$ cat config.mk
export PLATFORM = sky130hd
export DESIGN_NAME = counter_nbits_flat
export DESIGN_NICKNAME = d
export VERILOG_FILES = /design/src/rtl/counter_nbits_if.sv /design/src/rtl/counter_nbits.sv /design/src/flat_wrapper.sv
export SDC_FILE = /design/constraint.sdc
export NUM_CORES = 1
export LEC_CHECK = 0
export BUFFER_PORTS_ARGS = -buffer_cell sky130_fd_sc_hd__buf_2
export CORE_MARGIN = 2
export CORE_UTILIZATION = 55
export DETAILED_ROUTE_END_ITERATION = 12
export GPL_TIMING_DRIVEN = 0
export HOLD_SLACK_MARGIN = 0.03
export PLACE_DENSITY = 0.78
export SYNTH_ARGS = -nofsm -noshare
export SYNTH_HDL_FRONTEND = slang
export SYNTH_SLANG_ARGS = --single-unit
$ cat constraint.sdc
create_clock -name cnt_clk -period 10.3 [get_ports cnt_clk]
set_input_delay 2.06 -clock cnt_clk [delete_from_list [all_inputs] [get_ports cnt_clk]]
set_output_delay 2.06 -clock cnt_clk [all_outputs]
set_load 0.02 [all_outputs]
$ cat src/rtl/counter_nbits_if.sv
// Control and status bundle for one counter_nbits stage.
// The bench drives the master side, and the counter owns the slave side.
interface counter_nbits_if #(
  parameter int WIDTH = 32
);
  logic             cnt_enable;
  logic             cnt_cin;
  logic [1:0]       cnt_mode;
  logic [WIDTH-1:0] cnt_D;
  logic [WIDTH-1:0] cnt_Q;
  logic             cnt_rco;
  logic             cnt_load;
  logic             cnt_ovf;
  logic             cnt_tc;

  modport master (
    output cnt_enable, cnt_cin, cnt_mode, cnt_D,
    input  cnt_Q, cnt_rco, cnt_load, cnt_ovf, cnt_tc
  );

  modport slave (
    input  cnt_enable, cnt_cin, cnt_mode, cnt_D,
    output cnt_Q, cnt_rco, cnt_load, cnt_ovf, cnt_tc
  );
endinterface

$ cat src/rtl/counter_nbits.sv
// WIDTH-bit up/down/step/load counter with a wrap or saturate policy and a sticky overflow flag.
// The combinational cnt_tc output feeds the next stage's cnt_cin so that narrow stages cascade.
module counter_nbits #(
  parameter int WIDTH    = 32,
  parameter int STEP     = 3,
  parameter bit SATURATE = 1'b0
) (
  input logic            cnt_clk,
  input logic            cnt_reset,
  counter_nbits_if.slave bus
);

  localparam logic [1:0]       MODE_UP   = 2'b00;
  localparam logic [1:0]       MODE_DN   = 2'b01;
  localparam logic [1:0]       MODE_STEP = 2'b10;
  localparam logic [1:0]       MODE_LOAD = 2'b11;
  localparam logic [WIDTH-1:0] Q_MAX     = '1;
  localparam logic [WIDTH-1:0] Q_ONE     = WIDTH'(1);
  localparam logic [WIDTH:0]   STEP_W    = (WIDTH+1)'(STEP);

  logic [WIDTH-1:0] q_r;
  logic [WIDTH-1:0] q_nxt;
  logic             rco_r;
  logic             load_r;
  logic             ovf_r;
  logic             active;
  logic             evt;
  logic [WIDTH:0]   step_diff;

  assign active    = bus.cnt_enable & bus.cnt_cin;
  // The extra top bit is the borrow, so it is set exactly when Q < STEP.
  assign step_diff = {1'b0, q_r} - STEP_W;

  always_comb begin
    evt   = 1'b0;
    q_nxt = q_r;
    case (bus.cnt_mode)
      MODE_UP: begin
        evt   = (q_r == Q_MAX);
        q_nxt = (evt && SATURATE) ? Q_MAX : q_r + Q_ONE;
      end
      MODE_DN: begin
        evt   = (q_r == '0);
        q_nxt = (evt && SATURATE) ? '0 : q_r - Q_ONE;
      end
      MODE_STEP: begin
        evt   = step_diff[WIDTH];
        q_nxt = (evt && SATURATE) ? '0 : step_diff[WIDTH-1:0];
      end
      default: begin
        evt   = 1'b0;
        q_nxt = bus.cnt_D;
      end
    endcase
  end

  // A load needs only the enable, so that a whole chain can load in parallel.
  always_ff @(posedge cnt_clk) begin
    if (cnt_reset) begin
      q_r    <= '0;
      rco_r  <= 1'b0;
      load_r <= 1'b0;
      ovf_r  <= 1'b0;
    end else if (bus.cnt_enable && (bus.cnt_mode == MODE_LOAD)) begin
      q_r    <= bus.cnt_D;
      rco_r  <= 1'b0;
      load_r <= 1'b1;
      ovf_r  <= 1'b0;
    end else if (active) begin
      q_r    <= q_nxt;
      rco_r  <= evt;
      load_r <= 1'b0;
      ovf_r  <= ovf_r | evt;
    end else begin
      rco_r  <= 1'b0;
      load_r <= 1'b0;
    end
  end

  assign bus.cnt_Q    = q_r;
  assign bus.cnt_rco  = rco_r;
  assign bus.cnt_load = load_r;
  assign bus.cnt_ovf  = ovf_r;
  assign bus.cnt_tc   = active & (bus.cnt_mode != MODE_LOAD) & evt;

endmodule

$ cat src/flat_wrapper.sv
// flat-port wrapper written by rule: the top's interface ports become plain ports
module counter_nbits_flat 
#(
  parameter int WIDTH    = 32,
  parameter int STEP     = 3,
  parameter bit SATURATE = 1'b0
)
  (cnt_clk, cnt_reset, bus_cnt_enable, bus_cnt_cin, bus_cnt_mode, bus_cnt_D, bus_cnt_Q, bus_cnt_rco, bus_cnt_load, bus_cnt_ovf, bus_cnt_tc);
  counter_nbits_if #(.WIDTH(WIDTH)) bus_i ();
  input logic cnt_clk;
  input logic cnt_reset;
  input wire logic [$bits(bus_i.cnt_enable)-1:0] bus_cnt_enable;
  input wire logic [$bits(bus_i.cnt_cin)-1:0] bus_cnt_cin;
  input wire logic [$bits(bus_i.cnt_mode)-1:0] bus_cnt_mode;
  input wire logic [$bits(bus_i.cnt_D)-1:0] bus_cnt_D;
  output wire logic [$bits(bus_i.cnt_Q)-1:0] bus_cnt_Q;
  output wire logic [$bits(bus_i.cnt_rco)-1:0] bus_cnt_rco;
  output wire logic [$bits(bus_i.cnt_load)-1:0] bus_cnt_load;
  output wire logic [$bits(bus_i.cnt_ovf)-1:0] bus_cnt_ovf;
  output wire logic [$bits(bus_i.cnt_tc)-1:0] bus_cnt_tc;
  assign bus_i.cnt_enable = bus_cnt_enable;
  assign bus_i.cnt_cin = bus_cnt_cin;
  assign bus_i.cnt_mode = bus_cnt_mode;
  assign bus_i.cnt_D = bus_cnt_D;
  assign bus_cnt_Q = bus_i.cnt_Q;
  assign bus_cnt_rco = bus_i.cnt_rco;
  assign bus_cnt_load = bus_i.cnt_load;
  assign bus_cnt_ovf = bus_i.cnt_ovf;
  assign bus_cnt_tc = bus_i.cnt_tc;
  counter_nbits #(.WIDTH(WIDTH), .STEP(STEP), .SATURATE(SATURATE)) u_core (.cnt_clk(cnt_clk), .cnt_reset(cnt_reset), .bus(bus_i));
endmodule
# ---- After elaboration in Yosys (flattened, before gate mapping)
# Cells that the tools add are included.
# Widths: inputs -> output; s select.
dict set report classes {
  mux 5
  n_reduce_logical 6
  bitwise_logic 5
  n_addsub 3
  eq_ne 5
}
# cell n
set ops {}
lappend ops {{$pmux 32 s3} 1}
lappend ops {{$mux 32} 2}
lappend ops {{$sub 32x2->33 const B} 1}
lappend ops {{$add 32x1->32 const B} 1}
lappend ops {{$eq 32x32->1 const B} 1}
lappend ops {{$logic_not 32->1} 1}
lappend ops {{$sub 32x1->32 const B} 1}
lappend ops {{$eq 2x2->1 const B} 2}
lappend ops {{$and 1x1->1} 3}
lappend ops {{$pmux 1 s3} 1}
lappend ops {{$reduce_or 3->1} 1}
lappend ops {{$eq 2x1->1 const B} 1}
lappend ops {{$logic_not 2->1} 1}
lappend ops {{$ne 2x2->1 const B} 1}
lappend ops {{$reduce_bool 2->1} 1}
lappend ops {{$reduce_or 2->1} 1}
lappend ops {{$logic_and 1x1->1} 1}
lappend ops {{$mux 1} 1}
lappend ops {{$not 1->1} 1}
lappend ops {{$or 1x1->1} 1}
dict set report totals {
  ff_bits 35
  output_inout_bits 36
}

# ---- Depth between registers and ports, before layout
# Gate-level depths: netlist (run 1).
dict set report depth {
  word_depth 4
  depth_mapped 15
}

# ---- Worst setup path after synthesis (run 1)
# OpenSTA, ideal clock, no wires.
dict set report synth_timing {
  path_kind {input-to-output}
  start {input port bus_cnt_mode[1]}
  end {output port bus_cnt_tc}
  arrival_time_ps 3512
  required_ps 8240
  n_path_buf 4
  setup_slack_ps 4728
  stages 9
  path_cell_list {buf_4 -> and2b_2 -> buf_4 -> buf_4 -> buf_4 -> nand2_1 -> nand2_1 -> nand4_1 -> a21oi_1}
}
dict set report synth_via {
  elab_chain_len 3
  elab_cells_between_ends 7
  cone_classes {eq/ne (3); mux (1); bitwise (2); reduce/logical (1)}
}
# element line_no
set synth_lines {}
lappend synth_lines {{from (decl)} flat_wrapper.sv:14} ;# input wire logic [$bits(bus_i.cnt_mode)-1:0] bus_cnt_mode;
lappend synth_lines {{$eq 2x2->1 (tied with other cells)} counter_nbits.sv:37} ;# case (bus.cnt_mode)
lappend synth_lines {{$pmux 1 s3 / $and 1x1->1 (equally long branches)} {counter_nbits.sv:37, counter_nbits.sv:84}}
lappend synth_lines {{$and 1x1->1 *} counter_nbits.sv:84} ;# assign bus.cnt_tc = active & (bus.cnt_mode != MODE_LOAD) & evt;
lappend synth_lines {{to (decl)} flat_wrapper.sv:20} ;# output wire logic [$bits(bus_i.cnt_tc)-1:0] bus_cnt_tc;
# Every way passes the cells marked *; elsewhere a longest branch is shown, timed or not.

# ---- Final worst setup path (run 1)
# Ends and elaborated chain as after synthesis.

==> results_dict.tcl, run 1 <==
set metrics [dict create \
    status "finished clean" \
    syn_nets 727 \
    cts_root_buffer "clkbuf_8" \
    grt_pass1_vias 5623 \
    rows 33 \
    start_kind "input pin" \
    avgRoutedWirePerCell_um 25.9 \
    multi_input_area_um2 3510 \
    drive_gt1_share_pct 16.5 \
    dpl_worst_slack_ns 4.40 \
    rsz0062_at_grt "no" \
    worst-path-max-fanout 10 \
    avgViaCountPerCell 7.39 \
    crit_arrival_ns 3.92 \
    h-tree-depth 2 \
    cp-end-kind "output pin" \
    route.vias.total 6423 \
    power_uw 632 \
    setup-violations-final 0 \
    gp_congestion 1.10 \
    fillerInstances 787 \
    rr_startpoint "u_core.bus.cnt_Q[0]$_SDFFE_PP0P_" \
    worstPathRequired_ns 8.24 \
    stdcell_count 869 \
    dp_hpwl_mm 16.1 \
    fin_util_pct 63.2 \
    hold_start "u_core.bus.cnt_ovf$_SDFFE_PP0P_" \
    syn_inst 686 \
    cts_hold_buf 0 \
    clk-insertion-delay-late_ns 0.31 \
    seq_area_um2 701 \
    yosys_warnings 0 \
    ys_ff_latch 35 \
    fp.dieW_um 95.1 \
    cp_slowest_stage_delay_ns 0.27 \
    drt-pass1-iter-count 6 \
    post_cts_resized 0 \
    cp-startpoint "bus_cnt_mode[1]" \
    synth_area_per_cell_um2 6.66 \
    skew_ns 0.00959 \
    path_class "in2out" \
    vdd_ir_drop_max_uv 65.7 \
    drtIter0Drc 1029 \
    diodes 0 \
    crit_top_cell "buf_4" \
    grt_max_degree 11 \
    postCtsSetupRepairBufs 0 \
    grt_pass1_wl_mm 32.5 \
    drcViolationCount 0 \
    layout_setup_ws_ns 4.32 \
    synth_ff_type "dfxtp_1" \
    dieArea_um2 9050 \
    core_area_um2 8130 \
    cp_num_buf_inv 5 \
    maxCapViolCount 0 \
    pin_count 74 \
    fin_crit_sh_pct 58.1 \
    fmax_ghz 0.167 \
    setup_tns_ns 0 \
    ant_nets 0 \
    cts_sinks 35 \
    cts_buffers 5 \
    hold_slack_ns 0.548 \
    final_nets 805 \
    syn_area_um2 4570 \
    stdcell_area_um2 5140 \
    path_clk_slew_ns 0.08 \
    hold_class "reg2reg" \
    drv_slew 0 \
    ys_seq_area_share_pct 15.3 \
    tightestPinTransition_ns 1.09 \
    hold_viol_final 0 \
    crit_chain "buf_4 -> and2b_2 -> buf_4 -> buf_4 -> buf_4 -> nand2_1 -> nand2_1 -> nand4_1 -> a21oi_1 -> buf_2" \
    grt.overflow.total 0 \
    synth-edff-count 0 \
    place_area_um2 5050 \
    cts_tree "yes" \
    start_util_pct 56.1 \
    max_slew_margin_pct 27.2 \
    syn2layout_area_growth_pct 12.6 \
    portBuffers 71 \
    dp_cells 862 \
    cp_top_family "buffers and inverters" \
    p_per_area_nw_per_um2 123 \
    p_leak_nw 1.98 \
    grt_use_total_pct 49.0 \
    cts_buffer_depth 2 \
    yosysUniqueCellTypes 68 \
    wl_mm 22.5 \
    die_h_um 95.1 \
    critPathSlowestCell "and2b_2" \
    antenna_found_initial 0 \
    synthArstFlopShare_pct 0 \
    post-route-min-period_ns 5.98 \
]
worst min-delay path, cell delays in order, from the launching register on:
cell      delay (ns)
dfxtp_1         0.32
nor2_1          0.12
a211oi_1        0.06
layout by cell type (no fill, tap or decap), drive strengths merged, types with 14 or more instances in the layout:
cell      n
clkbuf   44
a21oi    46
xnor2    31
buf     101
nand3    35
mux2i    14
o211ai   15
nor2     50
o21ai    53
nand4    15
nor4     28
nand2    86
nor3     33
xor2     17
dfxtp    35
kinds of logic after synthesis:
logic type / synth area share, %
compound gates: 27.8
xor+xnor: 9.21
fa+ha+maj: 0.822
buf+inv: 7.78
flops: 15.3
mux: 3.07
simple gates: 35.9
cell usage after synthesis, types with 3 or more instances:
cell       instances  area, µm²
clkbuf_1          38        143
nor2_1            49        184
nor4_2             8        100
and4_1             4       35.0
nor3b_1            3       22.5
o21ai_0           48        240
nand2_1           85        319
mux2i_1           14        140
a31oi_1           12       75.1
a211oi_1           5       37.5
nand2b_1           4       25.0
or4b_1             3       30.0
a21o_1             3       22.5
buf_2             17       85.1
or3_1             12       75.1
o21a_1             6       45.0
xnor2_1           31        272
or4_1             12       90.1
buf_1              4       15.0
nor3_1            31        155
o21ai_1            5       25.0
o32ai_1            3       26.3
or2_2              3       18.8
a221oi_1           6       52.6
a2bb2oi_1          5       43.8
buf_4              8       60.1
nor4_1            20        125
inv_1             10       37.5
a21oi_1           46        230
xor2_1            17        149
a22oi_1            8       60.1
o22ai_1            7       43.8
nand3_1           35        175
ha_1               3       37.5
and3_1             9       56.3
o31ai_1            5       37.5
o211ai_1          15        113
and2_1             6       37.5
nand4_1           15       93.8
dfxtp_1           35        701
o41ai_1            3       26.3
layout make-up:
type / instances / area share, %
clock inverter: 1 / 0.0974
inverter: 11 / 0.803
timing repair buffer: 71 / 6.91
sequential: 35 / 13.6
buffer: 68 / 6.11
tap: 105 / 2.56
multi-input combinational: 572 / 68.3
clock buffer: 6 / 1.61
flip-flops by register name (all words and copies together), names as in the netlist:
name and flops:
u_core.bus.cnt_load 1, u_core.bus.cnt_rco 1, u_core.bus.cnt_ovf 1, u_core.bus.cnt_Q 32
routing by layer:
metal	up-vias	wire length, µm	share of wire, %	global-route usage (%)
met2	631	9200	41	71.0
met5	-	0	0	0
li1	2718	-	-	-
met4	0	1730	7.7	30.2
met3	152	3650	16	15.7
met1	2922	7960	35	62.7
path summary, 6_finish.rpt:
kind,endpoint,slack [ns],cells past startpoint
worst max-delay path,bus_cnt_tc,4.32,10
worst min-delay path,u_core.bus.cnt_ovf$_SDFFE_PP0P_,0.55,2
worst max register to register,u_core.bus.cnt_Q[31]$_SDFFE_PP0P_,7.15,8
worst min register to register,u_core.bus.cnt_ovf$_SDFFE_PP0P_,0.55,2
power breakdown:
group / leakage (nW) / internal, mW / switching (mW)
logic: 1.65 / 0.116 / 0.235
registers: 0.288 / 0.147 / 0.0201
clock network: 0.0470 / 0.0527 / 0.0611
total: 1.98 / 0.316 / 0.316
Note: power is estimated with default switching activity, not from simulation.
==> run 2: changes to the inputs <==
Settings changed: ABC_AREA from default to 1.
Clock period 10.3 ns to 5.9 ns, I/O delays scaled along.
==> results_dict.tcl, run 2 <==
set metrics [dict create \
    portBuffers 71 \
    synth-edff-count 0 \
    drtIter0Drc 877 \
    pin_count 74 \
    hold_depth 2 \
    synth_top_area_share_pct 18.1 \
    ys_seq_area_share_pct 14.5 \
    status "finished clean" \
    dieArea_um2 9570 \
    synth_ff_type "dfxtp_1" \
    power.internal_uw 501 \
    rows 34 \
    p_leak_nw 2.97 \
    cp_top_family "buffers and inverters" \
    cts_buffers 5 \
    reg2reg_depth 20 \
    dp_cells 1092 \
    grt.overflow.total 0 \
    clk-insertion-delay-late_ns 0.29 \
    skew_ns 0.00395 \
    grt_use_total_pct 36.9 \
    largest_reg_flops 32 \
    worstPathRequired_ns 4.72 \
    cp_slowest_stage_delay_ns 0.42 \
    dpl_worst_slack_ns 1.90 \
    syn2layout_area_growth_pct 11.9 \
    drive_gt1_share_pct 14.1 \
    syn_area_um2 4840 \
    start_util_pct 56.1 \
    synth_area_per_cell_um2 5.30 \
    postCtsSetupRepairBufs 0 \
    stdcell_area_um2 5420 \
    cts_tree "yes" \
    post-synth-top-area-cell "nand2_1" \
    sequentialPowerShare_pct 30.5 \
    grt_pass1_wl_mm 28.0 \
    cts_root_buffer "clkbuf_8" \
    crit_chain "buf_6 -> inv_6 -> clkbuf_1 -> nand3_1 -> nor3_1 -> nand3_1 -> nand2_1 -> nand4_1 -> inv_1 -> buf_2" \
    switching_share_pct 48.9 \
    rsz0062_at_grt "no" \
    max_slew_margin_pct 53.9 \
    drv_slew 0 \
    grt_pass1_vias 5397 \
    yosysUniqueCellTypes 41 \
    critPathSlowestCell "clkbuf_1" \
    path_class "in2out" \
    wl_mm 17.9 \
    yosys_warnings 0 \
    grt_max_degree 11 \
    cp_num_buf_inv 5 \
    gp_congestion 1.06 \
    dp_hpwl_mm 14.6 \
    place_area_um2 5330 \
    fin_crit_sh_pct 68.8 \
    switchingPower_uw 479 \
    core_area_um2 8640 \
    synthArstFlopShare_pct 0 \
    fillerInstances 904 \
    antenna_found_initial 0 \
    hold_viol_final 0 \
    h-tree-depth 2 \
    final_common_cell "nand2_1" \
    ys_ff_latch 35 \
    worst-path-stages 10 \
    syn_nets 954 \
    start_kind "input pin" \
    crit_arrival_ns 2.88 \
    vdd_ir_drop_max_uv 240 \
    route.vias.total 6208 \
    cp-end-kind "output pin" \
    avgViaCountPerCell 5.65 \
    hold_class "reg2reg" \
    drcViolationCount 0 \
    layout_setup_ws_ns 1.84 \
    cts_sinks 35 \
    regToRegSetupSlack_ns 3.40 \
    crit_top_cell "nand3_1" \
    drt-pass1-iter-count 5 \
    p_per_area_nw_per_um2 181 \
    fmax_ghz 0.246 \
    maxCapViolCount 0 \
    worst-path-max-fanout 10 \
    fp.dieW_um 97.8 \
    path_clk_slew_ns 0.07 \
    cts_buffer_depth 2 \
    ant_nets 0 \
    diodes 0 \
    setup_tns_ns 0 \
    yosys-top-cells-area "nand2_1 18%, dfxtp_1 14%, nand3_1 13%, inv_1 12%, nor2_1 7.4%" \
    pwr-share-comb_pct 51.4 \
    avgRoutedWirePerCell_um 16.3 \
    final_cell_mix "234 x nand2_1, 155 x inv_1, 121 x nand3_1" \
    cts_hold_buf 0 \
    die_h_um 97.8 \
    tightestPinTransition_ns 0.692 \
    stdcell_count 1099 \
    synth_most_common_cell "nand2_1" \
    syn_inst 913 \
    final_nets 1032 \
    power_frac_clock_pct 18.1 \
    synth_common_cells "234 x nand2_1, 155 x inv_1, 121 x nand3_1, 96 x nor2_1, 51 x o21ai_0" \
    post-route-min-period_ns 4.06 \
    post_cts_resized 0 \
    setup-violations-final 0 \
]
## run 2: logic make-up after synthesis
group | Yosys count | share of synthesized area (%)
DFF | 35 | 14.5
buffers and inverters | 193 | 16.5
xor gates and xnor gates | 22 | 4.45
and+or+nand+nor | 524 | 47.9
AOI/OAI and AO/OA | 136 | 15.9
adders and majority gates | 3 | 0.775
## run 2: worst register-to-register path, delay by kind of cell (launching register included)
kind	cells	cell delay [ns]
adder cells (fa/ha/maj)	1	0.13
AO/OA/AOI/OAI	1	0.22
AND/OR/NAND/NOR	13	1.34
buffers and inverters	5	0.26
flip-flops	1	0.43
## run 2: routing by layer
| layer | track usage, % | routed length, µm | share of wire, % |
|---|---|---|---|
| met5 | 0 | 0 | 0 |
| met4 | 10.4 | 469 | 2.6 |
| met3 | 6.59 | 2580 | 14 |
| met2 | 54.6 | 7230 | 40 |
| met1 | 55.0 | 7620 | 43 |
## run 2: worst paths after layout
path                                     from                                end
min           u_core.bus.cnt_ovf$_SDFFE_PP0P_    u_core.bus.cnt_ovf$_SDFFE_PP0P_
min reg2reg   u_core.bus.cnt_ovf$_SDFFE_PP0P_    u_core.bus.cnt_ovf$_SDFFE_PP0P_
max reg2reg  u_core.bus.cnt_Q[1]$_SDFFE_PP0P_  u_core.bus.cnt_Q[22]$_SDFFE_PP0P_
max                           bus_cnt_mode[1]                         bus_cnt_tc
## run 2: final cells by class
cell class	instances	area [µm²]	area share, %
clock buffer	6	82.6	1.52
tap	108	135	2.49
inverter	163	617	11.4
clock inverter	1	5.00	0.0924
multi-input combinational	685	3340	61.7
sequential	35	701	12.9
buffer	30	181	3.35
timing repair buffer	71	355	6.56
## run 2: power by group through the flow
stage / Combinational, mW / Clock (mW) / Sequential, mW
after floorplan: 0.326 / 0 / 0.312
after global placement: 0.481 / 0 / 0.302
after detailed placement: 0.484 / 0 / 0.301
after CTS: 0.487 / 0.179 / 0.296
after global routing: 0.554 / 0.191 / 0.301
final: 0.504 / 0.178 / 0.299
## run 2: per-stage QoR
stage | hold WS (ns) | util [%] | power [mW]
after floorplan | 0.554 | - | 0.638
after global placement | 0.456 | 61.7 | 0.782
after detailed placement | 0.459 | 61.7 | 0.786
after CTS | 0.478 | 62.7 | 0.962
after global routing | 0.510 | 62.7 | 1.05
final | 0.476 | 62.7 | 0.980
